$ cat config.mk
export PLATFORM = sky130hd
export DESIGN_NAME = tt_sweep_ctrl
export DESIGN_NICKNAME = d
export VERILOG_FILES = /design/src/rtl/tt_pkg.sv /design/src/rtl/tt_settle_timer.sv /design/src/rtl/tt_sweep_ctrl.sv
export SDC_FILE = /design/constraint.sdc
export NUM_CORES = 1
export LEC_CHECK = 0
export BUFFER_PORTS_ARGS = -buffer_cell sky130_fd_sc_hd__buf_2
export CAP_MARGIN = 20
export CORE_MARGIN = 3
export CORE_UTILIZATION = 30
export CTS_BUF_LIST = sky130_fd_sc_hd__clkbuf_16
export DETAILED_ROUTE_END_ITERATION = 7
export PLACE_DENSITY = 0.6
export SYNTH_ARGS = -nofsm -noshare
export SYNTH_HDL_FRONTEND = slang
export SYNTH_SLANG_ARGS = --single-unit
export TNS_END_PERCENT = 30
$ cat constraint.sdc
create_clock -name clk -period 6.4 [get_ports clk]
set_clock_uncertainty 0.2 [all_clocks]
set_input_delay 0.96 -clock clk [delete_from_list [all_inputs] [get_ports clk]]
set_output_delay 0.96 -clock clk [all_outputs]
set_load 0.05 [all_outputs]
$ cat src/rtl/tt_pkg.sv
// Shared definitions for the truth-table sweep sequencers.
// Holds the FSM state encoding and the default sweep geometry.
package tt_pkg;

   localparam int unsigned TT_N_IN    = 4;
   localparam int unsigned TT_SETTLE  = 1;
   localparam int unsigned TT_SETTLE_W = 4;

   typedef enum logic [1:0] {
      StIdle   = 2'd0,
      StHold   = 2'd1,
      StSample = 2'd2,
      StFin    = 2'd3
   } tt_state_e;

endpackage

$ cat src/rtl/tt_settle_timer.sv
// Loadable down-counter with a zero flag, used to pace vector hold time.
// expire flags the decrement that brings the count to zero.
module tt_settle_timer #(
   parameter int unsigned WIDTH = 4
) (
   input  logic             clk,
   input  logic             rst_n,
   input  logic             load,
   input  logic [WIDTH-1:0] load_val,
   input  logic             dec,
   output logic             zero,
   output logic             expire
);

   logic [WIDTH-1:0] count_q;

   always_ff @(posedge clk) begin
      if (!rst_n) begin
         count_q <= '0;
      end else if (load) begin
         count_q <= load_val;
      end else if (dec && (count_q != '0)) begin
         count_q <= count_q - 1'b1;
      end
   end

   assign zero   = (count_q == '0);
   assign expire = dec && (count_q == WIDTH'(1));

endmodule

$ cat src/rtl/tt_sweep_ctrl.sv
// Exhaustive self-test sequencer: sweeps all input vectors of a Boolean unit,
// records the observed truth table and compares it against an expected mask.
module tt_sweep_ctrl
   import tt_pkg::*;
#(
   parameter int unsigned N_IN   = TT_N_IN,
   parameter int unsigned SETTLE = TT_SETTLE
) (
   input  logic                   clk,
   input  logic                   rst_n,
   input  logic                   start,
   input  logic                   abort,
   input  logic [(1<<N_IN)-1:0]   expected,
   input  logic                   f_in,
   output logic [N_IN-1:0]        vec_out,
   output logic                   busy,
   output logic                   done,
   output logic                   valid,
   output logic                   pass,
   output logic [(1<<N_IN)-1:0]   truth_table,
   output logic [N_IN:0]          fail_count,
   output logic [N_IN-1:0]        first_fail
);

   localparam int unsigned NVEC = 1 << N_IN;
   localparam logic [N_IN-1:0] LAST_VEC = '1;
   localparam logic [TT_SETTLE_W-1:0] SETTLE_LD = TT_SETTLE_W'(SETTLE);
   localparam tt_state_e AFTER_LOAD = (SETTLE > 0) ? StHold : StSample;

   tt_state_e         state_q;
   logic [N_IN-1:0]   vec_q;
   logic              busy_q;
   logic              done_q;
   logic              valid_q;
   logic              pass_q;
   logic [NVEC-1:0]   exp_q;
   logic [NVEC-1:0]   tt_q;
   logic [N_IN:0]     fail_q;
   logic [N_IN-1:0]   first_q;

   logic timer_load;
   logic timer_dec;
   logic timer_zero;
   logic timer_expire;
   logic mismatch;

   always_comb begin
      timer_load = 1'b0;
      timer_dec  = 1'b0;
      unique case (state_q)
         StIdle:   timer_load = start;
         StHold:   timer_dec  = !abort;
         StSample: timer_load = !abort && (vec_q != LAST_VEC);
         default:  ;
      endcase
   end

   assign mismatch = (state_q == StSample) && (f_in != exp_q[vec_q]);

   tt_settle_timer #(
      .WIDTH (TT_SETTLE_W)
   ) u_timer (
      .clk      (clk),
      .rst_n    (rst_n),
      .load     (timer_load),
      .load_val (SETTLE_LD),
      .dec      (timer_dec),
      .zero     (timer_zero),
      .expire   (timer_expire)
   );

   always_ff @(posedge clk) begin
      if (!rst_n) begin
         state_q <= StIdle;
         vec_q   <= '0;
         busy_q  <= 1'b0;
         done_q  <= 1'b0;
         valid_q <= 1'b0;
         pass_q  <= 1'b0;
         exp_q   <= '0;
         tt_q    <= '0;
         fail_q  <= '0;
         first_q <= '0;
      end else begin
         done_q <= 1'b0;
         unique case (state_q)
            StIdle: begin
               // start beats a simultaneous abort here since abort is not looked at
               if (start) begin
                  exp_q   <= expected;
                  tt_q    <= '0;
                  fail_q  <= '0;
                  first_q <= '0;
                  valid_q <= 1'b0;
                  pass_q  <= 1'b0;
                  vec_q   <= '0;
                  busy_q  <= 1'b1;
                  state_q <= AFTER_LOAD;
               end
            end
            StHold: begin
               if (abort) begin
                  state_q <= StIdle;
                  vec_q   <= '0;
                  busy_q  <= 1'b0;
               end else if (timer_expire || timer_zero) begin
                  state_q <= StSample;
               end
            end
            StSample: begin
               if (abort) begin
                  state_q <= StIdle;
                  vec_q   <= '0;
                  busy_q  <= 1'b0;
               end else begin
                  tt_q[vec_q] <= f_in;
                  if (mismatch) begin
                     fail_q <= fail_q + 1'b1;
                     if (fail_q == '0) first_q <= vec_q;
                  end
                  // Terminal check precedes the increment so vec never wraps
                  if (vec_q == LAST_VEC) begin
                     state_q <= StFin;
                     vec_q   <= '0;
                     busy_q  <= 1'b0;
                     done_q  <= 1'b1;
                     valid_q <= 1'b1;
                     pass_q  <= (fail_q == '0) && !mismatch;
                  end else begin
                     vec_q   <= vec_q + 1'b1;
                     state_q <= AFTER_LOAD;
                  end
               end
            end
            StFin: state_q <= StIdle;
            default: state_q <= StIdle;
         endcase
      end
   end

   assign vec_out     = vec_q;
   assign busy        = busy_q;
   assign done        = done_q;
   assign valid       = valid_q;
   assign pass        = pass_q;
   assign truth_table = tt_q;
   assign fail_count  = fail_q;
   assign first_fail  = first_q;

endmodule

==> results.tsv, run 1 <==
stage	metric	value	unit
final_layout	post-route cell area	3280	sq um
global_route	initial antenna violation count	0	
yosys	synth warn	0	
power	net switching power	0.192	mW
sta	Sum Neg Setup Slack	0	ns
sta	Slew HR	40.7	%
floorplanning	die width	103	um
critical_path	WP data arrival	2.99	ns
drt	Residual DRC	0	
drt	antenna viol nets, final	0	
clock_network	# hold bufs at CTS	0	
power	Net Sw Frac	26.6	%
sta	Tmin final	3.04	ns
clock_network	Clock Sinks	55	
global_route	largest net degree at the start of global routing	63	
sta	Fin Hold WS	0.268	ns
clock_network	worst skew pair latency	0.29	ns
critical_path	Slowest Stage Delay on Critical Path	0.70	ns
yosys	syn nets	366	
critical_path	Crit Path Class	register to register	
drt	drt first pass iters	4	
critical_path	setup slack, reg-to-reg	3.36	ns
global_route	vias in the first global route	2326	
critical_path	Max FO, Critical Path	17	
critical_path	Crit. End Element	register	
yosys	predominant post-synthesis flop cell	dfxtp_1	
global_route	Overall Global Routing Usage	13.0	%
yosys	most common cell in the synthesized netlist	dfxtp_1	
yosys	Syn Inst Count	332	
clock_network	Clock Path Buffers	2	
clock_network	post-CTS sizing	0	
power	Clock power frac	37.4	%
yosys	distinct cell type count after synthesis	49	
place	dpl cell area	3140	sq um
global_route	first-pass GRT wire length	11000	um
yosys	flop and latch count out of synthesis	55	
yosys	share of Yosys cell area claimed by the top area cell type	38.9	%
power	leakage	1.33	nW
global_route	GRT overflow	0	
sta	Worst Tran Pin Value	0.890	ns
yosys	sequential area share after synthesis	38.9	%
place	Routability Congestion	0.760	
critical_path	startpoint types	register	
critical_path	reg-to-reg startpoint	vec_out[3]	
sta	count of final max-slew check failures	0	
sta	setup violators final	0	
power	Int Pwr	0.532	mW
power	maximum VDD drop	0.0967	mV
floorplanning	Ports	54	
sta	Fin. Hold Viols	0	
final_layout	Non-Filler Instances	481	
floorplanning	die height	103	um
hold_path	HP Start	exp_q[6]	
power	sequential power share	49.8	%
drt	DR vias	2432	
yosys	Avg Cell Area, Syn	8.52	sq um
drt	vias per cell	5.06	
clock_network	CTS tree	built	
final_layout	Final #Nets	406	
drt	final wirelength	6790	um
floorplanning	initial core utilization	31.7	%
final_layout	share of cells above drive strength 1	18.8	%
hold_path	Cells on Worst Hold Path	2	
final_layout	antenna cell count	0	
job	# Max-Cap Violations	0	
clock_network	Num CTS Buffers	5	
power	PD cells	221	nW/um^2
critical_path	WP data required	6.35	ns
yosys	ys async rst share	0	%
hold_path	Hold Path End	exp_q[6]	
run_status	status	finished, final reports clean	
yosys	cell taking the most area after synthesis	dfxtp_1	
clock_network	Root Buffer	clkbuf_16	
yosys	most common library cells after synthesis	dfxtp_1 (55), nand2_1 (54), o21ai_0 (32)	
critical_path	Register-to-Register Path Depth	5	
hold_path	HP Class	register to register	
drt	routed length per instance	14.1	um
final_layout	post-synthesis to final-layout area growth	16.1	%
sta	final period utilization	47.5	%
floorplanning	num rows	34	
yosys	largest cells by area after synthesis	dfxtp_1 (39%), nand2_1 (7.2%), ha_1 (5.8%), o21ai_0 (5.7%), a21boi_0 (5.3%)	
clock_network	Post-CTS Setup Bufs	0	
drt	Iter 0 DRT Violations	152	
sta	RSZ-0062 raised after global routing	no	
place	placed cell count	473	
power	combinational power share	12.8	%
clock_network	H-Tree Depth	2	
sta	Max Fclk	329	MHz
critical_path	most numerous cell on the critical path	mux4_2	
place	DP Wirelength	4990	um
yosys	count of flip-flops with a built-in enable after synthesis	0	
critical_path	reg2reg end	first_fail[0]	
place	Port Buffer Count	53	
critical_path	Max stage delay cell, worst path	dfxtp_1	
clock_network	Worst-path clk slew	0.08	ns
yosys	mapped cell area	2830	sq um
floorplanning	core area	8930	sq um
floorplanning	die area	10600	sq um
critical_path	cell breakdown of the critical path	mux4_2 -> mux4_2 -> xnor2_2 -> nand2b_1 -> o311ai_0	
power groups by stage:
stage	Sequential [mW]	Combinational [mW]	Clock, mW
floorplan	0.370	0.0687	0
global placement	0.368	0.0923	0
detailed placement	0.369	0.0931	0
CTS	0.361	0.0936	0.277
global route	0.362	0.106	0.291
finish	0.360	0.0930	0.271
per-stage QoR:
step                      worst slack [ns]  total power, mW  utilization [%]
after floorplan                       3.54            0.439                -
after global placement                3.50            0.461             35.1
after detailed placement              3.39            0.462             35.1
after CTS                             3.38            0.731             36.8
after global routing                  3.19            0.759             36.8
final                                 3.36            0.724             36.8
layout make-up:
type	instances	area, sq um
fill	910	5650
clock inverter	3	20.0
tap	108	135
inverter	10	37.5
multi-input combinational	246	1590
sequential	55	1100
timing repair buffer	54	273
clock buffer	5	125
critical path: cells and delay by family (launching register included):
family          cells  cell delay [ns]
mux                 2             1.08
xor+xnor            1             0.53
compound gates      1             0.14
simple gates        1             0.25
flops               1             0.70
worst max-delay path by stage:
stage / from / to / slack [ns]
floorplan: vec_out[0] / fail_count[3] / 3.54
global placement: vec_out[3] / first_fail[3] / 3.50
detailed placement: vec_out[3] / first_fail[2] / 3.39
CTS: vec_out[3] / first_fail[0] / 3.38
global route: vec_out[3] / first_fail[1] / 3.19
finish: vec_out[3] / first_fail[0] / 3.36
cell families (layout without fill, tap and decap cells):
| family | after synthesis | in the layout | share of synthesized area [%] |
|---|---|---|---|
| fa+ha+maj | 13 | 13 | 5.75 |
| buf+inv | 31 | 72 | 4.78 |
| compound gates | 98 | 98 | 22.5 |
| xor+xnor | 4 | 4 | 1.50 |
| mux | 8 | 8 | 5.31 |
| simple gates | 123 | 123 | 21.2 |
| flops | 55 | 55 | 38.9 |
flip-flops by register name (all words and copies together), names as in the netlist:
name	cells
first_fail	4
pass	1
busy	1
valid	1
vec_out	4
u_timer.count_q	4
exp_q	16
fail_count	5
truth_table	16
done	1
state_q	2
routing by layer:
metal | share of wire [%] | vias up | GRT usage [%] | wire length [um]
met5 | 0 | - | 0 | 0
met4 | 1.1 | 0 | 4.38 | 74
met3 | 5.7 | 6 | 3.18 | 384
met2 | 45 | 65 | 20.9 | 3080
met1 | 48 | 1119 | 17.2 | 3260
li1 | - | 1242 | - | -
cell usage in the layout, fill, tap and decap left out, types with 2 or more instances in the layout:
cell type  count
a211oi_2       2
a21boi_0      20
a21boi_1       2
a21o_1         2
a21oi_1       18
a22oi_1        2
and2_1        17
and3_1         3
buf_2         53
clkbuf_16      5
clkinv_1       2
dfxtp_1       55
ha_1          13
inv_1          9
mux2i_1        3
mux4_1         2
mux4_2         3
nand2_1       54
nand2b_1       7
nand3_1       12
nand4_1        2
nor2_1        10
nor2b_1       11
o2111ai_1      4
o21ai_0       32
o21ai_1        2
o311ai_0       4
xor2_1         2
Note: power is estimated with default switching activity, not from simulation.
==> run 2: changes to the inputs <==
--- a/config.mk
+++ b/config.mk
@@ -11,7 +11,7 @@
 export CORE_UTILIZATION = 30
 export CTS_BUF_LIST = sky130_fd_sc_hd__clkbuf_16
 export DETAILED_ROUTE_END_ITERATION = 7
-export PLACE_DENSITY = 0.6
+export PLACE_DENSITY = 0.61
 export SYNTH_ARGS = -nofsm -noshare
 export SYNTH_HDL_FRONTEND = slang
 export SYNTH_SLANG_ARGS = --single-unit
==> constraint.sdc (replaced) <==
create_clock -name clk -period 2.4 [get_ports clk]
set_clock_uncertainty 0.2 [all_clocks]
set_input_delay 0.36 -clock clk [delete_from_list [all_inputs] [get_ports clk]]
set_output_delay 0.36 -clock clk [all_outputs]
set_load 0.05 [all_outputs]
==> run 2 against run 1 <==
The flow now finishes with violations (negative setup slack). Core utilization grew 2.1 points. First-iteration DRC count shrank 29%. Final cell count grew 3.7%. Sequential power grew to 2.7 times the previous value.
==> results.tsv, run 2 (synthesized netlist as in run 1, its figures left out) <==
stage	metric	value	unit
job	# Max-Cap Violations	0	
critical_path	Crit Path Class	register to register	
place	placed cell count	491	
critical_path	startpoint types	register	
place	post-place setup slack	-0.108	ns
clock_network	Num CTS Buffers	5	
clock_network	H-Tree Depth	2	
final_layout	Multi-input gate area	1600	sq um
run_status	violated checks	negative setup slack	
critical_path	reg-to-reg startpoint	vec_out[0]	
sta	Sum Neg Setup Slack	-0.00846	ns
hold_path	HP Start	expected[15]	
final_layout	antenna cell count	0	
run_status	status	complete, but fails checks	
floorplanning	die width	103	um
sta	final period utilization	100	%
critical_path	Crit. End Element	register	
sta	Slew HR	53.3	%
power	leakage	1.44	nW
clock_network	worst skew pair latency	0.29	ns
global_route	GR Util met3	3.32	%
drt	drt first pass iters	4	
global_route	Overall Global Routing Usage	13.7	%
place	DP Wirelength	5400	um
final_layout	post-route cell area	3470	sq um
clock_network	CTS tree	built	
global_route	M2 GR Usage	22.2	%
global_route	largest net degree at the start of global routing	26	
floorplanning	Ports	54	
place	Port Buffer Count	53	
sta	Fin Hold WS	0.102	ns
drt	DR vias	2492	
sta	count of final max-slew check failures	0	
drt	antenna viol nets, final	0	
floorplanning	initial core utilization	31.7	%
global_route	vias in the first global route	2383	
drt	routed length per instance	14.3	um
critical_path	WP data arrival	2.44	ns
final_layout	Non-Filler Instances	499	
clock_network	Clock Sinks	55	
place	dpl cell area	3270	sq um
final_layout	commonest non-fill, non-tap cell in the layout	nand2_1	
critical_path	reg2reg end	fail_count[4]	
sta	Worst Tran Pin Value	0.694	ns
power	PD cells	600	nW/um^2
clock_network	Worst-path clk slew	0.08	ns
floorplanning	core area	8930	sq um
hold_path	HP Class	input pin to register	
global_route	GRT overflow	0	
global_route	met1 usage	17.9	%
global_route	first-pass GRT wire length	11500	um
final_layout	share of cells above drive strength 1	23.8	%
clock_network	Root Buffer	clkbuf_16	
critical_path	WP data required	2.43	ns
final_layout	Fillers	918	
sta	Max Fclk	415	MHz
sta	RSZ-0062 raised after global routing	yes	
sta	Fin. Hold Viols	0	
drt	Iter 0 DRT Violations	108	
drt	vias per cell	4.99	
clock_network	Post-CTS Setup Bufs	0	
hold_path	Cells on Worst Hold Path	3	
drt	Residual DRC	0	
final_layout	Reg area	1110	sq um
critical_path	setup slack, reg-to-reg	-0.008	ns
final_layout	post-synthesis to final-layout area growth	22.6	%
global_route	initial antenna violation count	1	
final_layout	most frequent cells in the layout	nand2_1 (54), dfxtp_1 (53), buf_2 (53)	
drt	final wirelength	7160	um
floorplanning	num rows	34	
global_route	GR peak layer	met2	
place	Routability Congestion	0.811	
clock_network	Clock Path Buffers	2	
power	maximum VDD drop	0.275	mV
sta	Final WS setup	-0.00795	ns
final_layout	Final #Nets	424	
critical_path	Max FO, Critical Path	6	
floorplanning	die area	10600	sq um
critical_path	Register-to-Register Path Depth	6	
sta	setup violators final	2	
hold_path	Hold Path End	exp_q[15]	
floorplanning	die height	103	um
sta	Tmin final	2.41	ns
[run 2: how the worst max path moves through the flow]
stage	startpoint	to	slack, ns	cells past startpoint
final	vec_out[0]	fail_count[4]	-0.008	6
after global routing	vec_out[0]	fail_count[3]	-0.1	6
after CTS	vec_out[0]	fail_count[4]	-0.04	6
after detailed placement	vec_out[0]	first_fail[2]	-0.11	5
after global placement	vec_out[0]	fail_count[3]	0.03	6
after floorplan	vec_out[0]	fail_count[3]	-0.11	7
[run 2: timing repair]
action / CTS / global route
resized for setup: 5 / 1
endpoints found under the setup margin: 6 / 8
pin swaps: 3 / 1
hold buffers: 0 / 0
[run 2: stage by stage]
| step | power [mW] | utilization (%) |
|---|---|---|
| 3_3_place_gp | 1.25 | 36.6 |
| 2_1_floorplan | 1.17 | - |
| 5_1_grt | 2.17 | 38.8 |
| 4_1_cts | 2.10 | 38.7 |
| 6_report | 2.08 | 38.8 |
| 3_5_place_dp | 1.26 | 36.6 |
[run 2: layer usage]
metal	part of all wire [%]	routed length (um)
met1	47	3350
met2	45	3230
met3	5.9	423
met4	2.0	140
met5	0.098	7
[run 2: power by group]
part           internal [mW]  leakage (nW)  total [mW]  switching (mW)
clock network          0.496        0.0804       0.837           0.341
registers              0.940         0.448       0.959          0.0184
logic                  0.115         0.910       0.286           0.171
total                   1.55          1.44        2.08           0.530
[run 2: layout make-up]
type | count | area share (%)
Timing Repair Buffer | 72 | 11.9
Clock buffer | 5 | 3.61
Multi-Input combinational cell | 246 | 46.2
Sequential cell | 55 | 32.0
Tap cell | 108 | 3.90
Inverter | 10 | 1.08
Clock inverter | 3 | 1.34
[run 2: worst max-delay path, cell delays in order, from the launching register on]
cell and delay, ns:
dfxtp_4 0.39, mux4_2 0.51, mux4_2 0.54, xnor2_4 0.17, buf_6 0.14, a211oi_2 0.19
mux2i_1 0.20
==> run 3: changes to the inputs <==
--- a/config.mk
+++ b/config.mk
@@ -10,8 +10,9 @@
 export CORE_MARGIN = 3
 export CORE_UTILIZATION = 30
 export CTS_BUF_LIST = sky130_fd_sc_hd__clkbuf_16
+export CTS_CLUSTER_DIAMETER = 100
 export DETAILED_ROUTE_END_ITERATION = 7
-export PLACE_DENSITY = 0.61
+export PLACE_DENSITY = 0.6
 export SYNTH_ARGS = -nofsm -noshare
 export SYNTH_HDL_FRONTEND = slang
 export SYNTH_SLANG_ARGS = --single-unit
==> constraint.sdc (replaced) <==
create_clock -name clk -period 2.35 [get_ports clk]
set_clock_uncertainty 0.2 [all_clocks]
set_input_delay 0.3525 -clock clk [delete_from_list [all_inputs] [get_ports clk]]
set_output_delay 0.3525 -clock clk [all_outputs]
set_load 0.05 [all_outputs]
==> run 3 against run 2 <==
Routed wire length down 1.8%. Clock power down 17%. Die area unchanged. Sequential share of layout area up 0.22 points. The run still ends with negative setup slack left. Maximum frequency grew 0.21%. Hold slack improved by 0.0049 ns. Critical path depth unchanged. Total power down 5.6%. Flip-flop and latch count unchanged. Sequential power grew 2.2%.
==> results.tsv, run 3 (synthesized netlist as in run 1, its figures left out) <==
stage	metric	value	unit
run_status	status	complete, but fails checks	
run_status	violated checks	negative setup slack	
floorplanning	die height	103	um
power	leakage	1.43	nW
final_layout	post-synthesis to final-layout area growth	21.8	%
global_route	met1 usage	18.7	%
power	PD cells	571	nW/um^2
sta	Final WS setup	-0.0529	ns
global_route	GRT overflow	0	
global_route	initial antenna violation count	0	
place	Routability Congestion	0.822	
global_route	Overall Global Routing Usage	13.8	%
place	Port Buffer Count	53	
clock_network	Clock Path Buffers	2	
drt	Iter 0 DRT Violations	162	
critical_path	Crit. End Element	register	
floorplanning	num rows	34	
global_route	GR peak layer	met2	
hold_path	Hold Path End	exp_q[1]	
critical_path	Max stage delay cell, worst path	mux4_2	
critical_path	Register-to-Register Path Depth	6	
floorplanning	Ports	54	
place	DP Wirelength	5300	um
critical_path	startpoint types	register	
sta	Fin. Hold Viols	0	
drt	antenna viol nets, final	0	
critical_path	cell breakdown of the critical path	mux4_2 -> mux4_2 -> xnor2_4 -> buf_6 -> o2111ai_1 -> o311ai_1	
drt	Residual DRC	0	
drt	routed length per instance	14.1	um
floorplanning	die width	103	um
global_route	largest net degree at the start of global routing	43	
sta	Max Fclk	416	MHz
critical_path	Slowest Stage Delay on Critical Path	0.53	ns
final_layout	post-route cell area	3440	sq um
global_route	first-pass GRT wire length	11600	um
hold_path	Cells on Worst Hold Path	3	
critical_path	Max FO, Critical Path	6	
critical_path	Crit. Startpoint	vec_out[0]	
floorplanning	initial core utilization	31.7	%
floorplanning	core area	8930	sq um
hold_path	HP Start	expected[1]	
sta	setup violators final	7	
critical_path	Crit Path Class	register to register	
drt	DR vias	2501	
clock_network	H-Tree Depth	2	
global_route	GR Util met3	3.45	%
power	maximum VDD drop	0.262	mV
critical_path	reg2reg end	first_fail[3]	
critical_path	setup slack, reg-to-reg	-0.05	ns
final_layout	most frequent cells in the layout	nand2_1 (54), dfxtp_1 (53), buf_2 (53)	
final_layout	Non-Filler Instances	497	
final_layout	antenna cell count	0	
clock_network	Root Buffer	clkbuf_16	
clock_network	Num CTS Buffers	5	
floorplanning	die area	10600	sq um
final_layout	Final #Nets	423	
sta	Worst Tran Pin Value	0.618	ns
sta	final period utilization	102	%
sta	count of final max-slew check failures	0	
clock_network	Clock Sinks	55	
clock_network	worst skew pair latency	0.29	ns
critical_path	WP data arrival	2.37	ns
critical_path	WP data required	2.31	ns
job	# Max-Cap Violations	0	
critical_path	most numerous cell on the critical path	mux4_2	
global_route	vias in the first global route	2450	
drt	vias per cell	5.03	
final_layout	commonest non-fill, non-tap cell in the layout	nand2_1	
clock_network	CTS tree	built	
sta	RSZ-0062 raised after global routing	yes	
critical_path	reg-to-reg startpoint	vec_out[0]	
clock_network	Worst-path clk slew	0.07	ns
place	dpl cell area	3270	sq um
drt	drt first pass iters	4	
hold_path	HP Class	input pin to register	
drt	final wirelength	7030	um
sta	Tmin final	2.40	ns
sta	Slew HR	58.5	%
clock_network	# hold bufs at CTS	0	
final_layout	share of cells above drive strength 1	23.1	%
global_route	M2 GR Usage	21.4	%
place	post-place setup slack	-0.0950	ns
place	placed cell count	489	
run 3: cell types whose count changed in the layout (fill, tap and decap cells not counted), sizes merged:
cell | before | now
buf | 72 | 71
bufinv | 1 | 0
clkinvlp | 1 | 0
inv | 10 | 11
run 3: final cells by class:
cell class | count | area [sq um]
clock buffer | 5 | 125
tap | 108 | 135
timing repair buffer | 71 | 417
clock inverter | 2 | 7.51
fill | 903 | 5490
inverter | 10 | 37.5
multi-input combinational | 246 | 1610
sequential | 55 | 1110
run 3: what timing repair did:
item                       4_1_cts  5_1_grt
resized for setup                6        2
setup endpoints to repair        8        9
setup buffers                    1        0
hold endpoints to repair         0        0
pin swaps                        2        3
run 3: critical path, delay by kind of cell (launching register included):
family | cells | cell delay (ns)
xor gates and xnor gates | 1 | 0.19
AOI/OAI and AO/OA | 2 | 0.33
buffers and inverters | 1 | 0.15
muxes | 2 | 1.03
DFF | 1 | 0.38
run 3: routing by layer:
layer / share of wire [%] / wire length, um
met3: 6.3 / 441
met1: 48 / 3400
met5: 0 / 0
met2: 44 / 3120
met4: 1.0 / 71
run 3: worst max-delay path by stage:
stage,slack [ns],cells past startpoint,to
floorplan,-0.16,7,fail_count[3]
global placement,-0.03,6,fail_count[3]
detailed placement,-0.09,6,first_fail[3]
CTS,-0.08,6,fail_count[3]
global route,-0.14,6,fail_count[4]
finish,-0.05,6,first_fail[3]
run 3: where the power goes:
part,switching (mW),internal (mW),total [mW]
Combinational,0.176,0.115,0.291
Sequential,0.0188,0.961,0.980
Clock,0.313,0.382,0.695
run 3: per-stage QoR:
step	power [mW]	TNS (ns)	hold WS (ns)	util, %
global route	2.05	-0.976	0.107	38.5
CTS	1.99	-0.216	0.102	38.4
finish	1.97	-0.234	0.107	38.5
floorplan	1.19	-1.26	0.240	-
global placement	1.28	-0.0977	0.257	36.6
detailed placement	1.28	-0.436	0.263	36.6
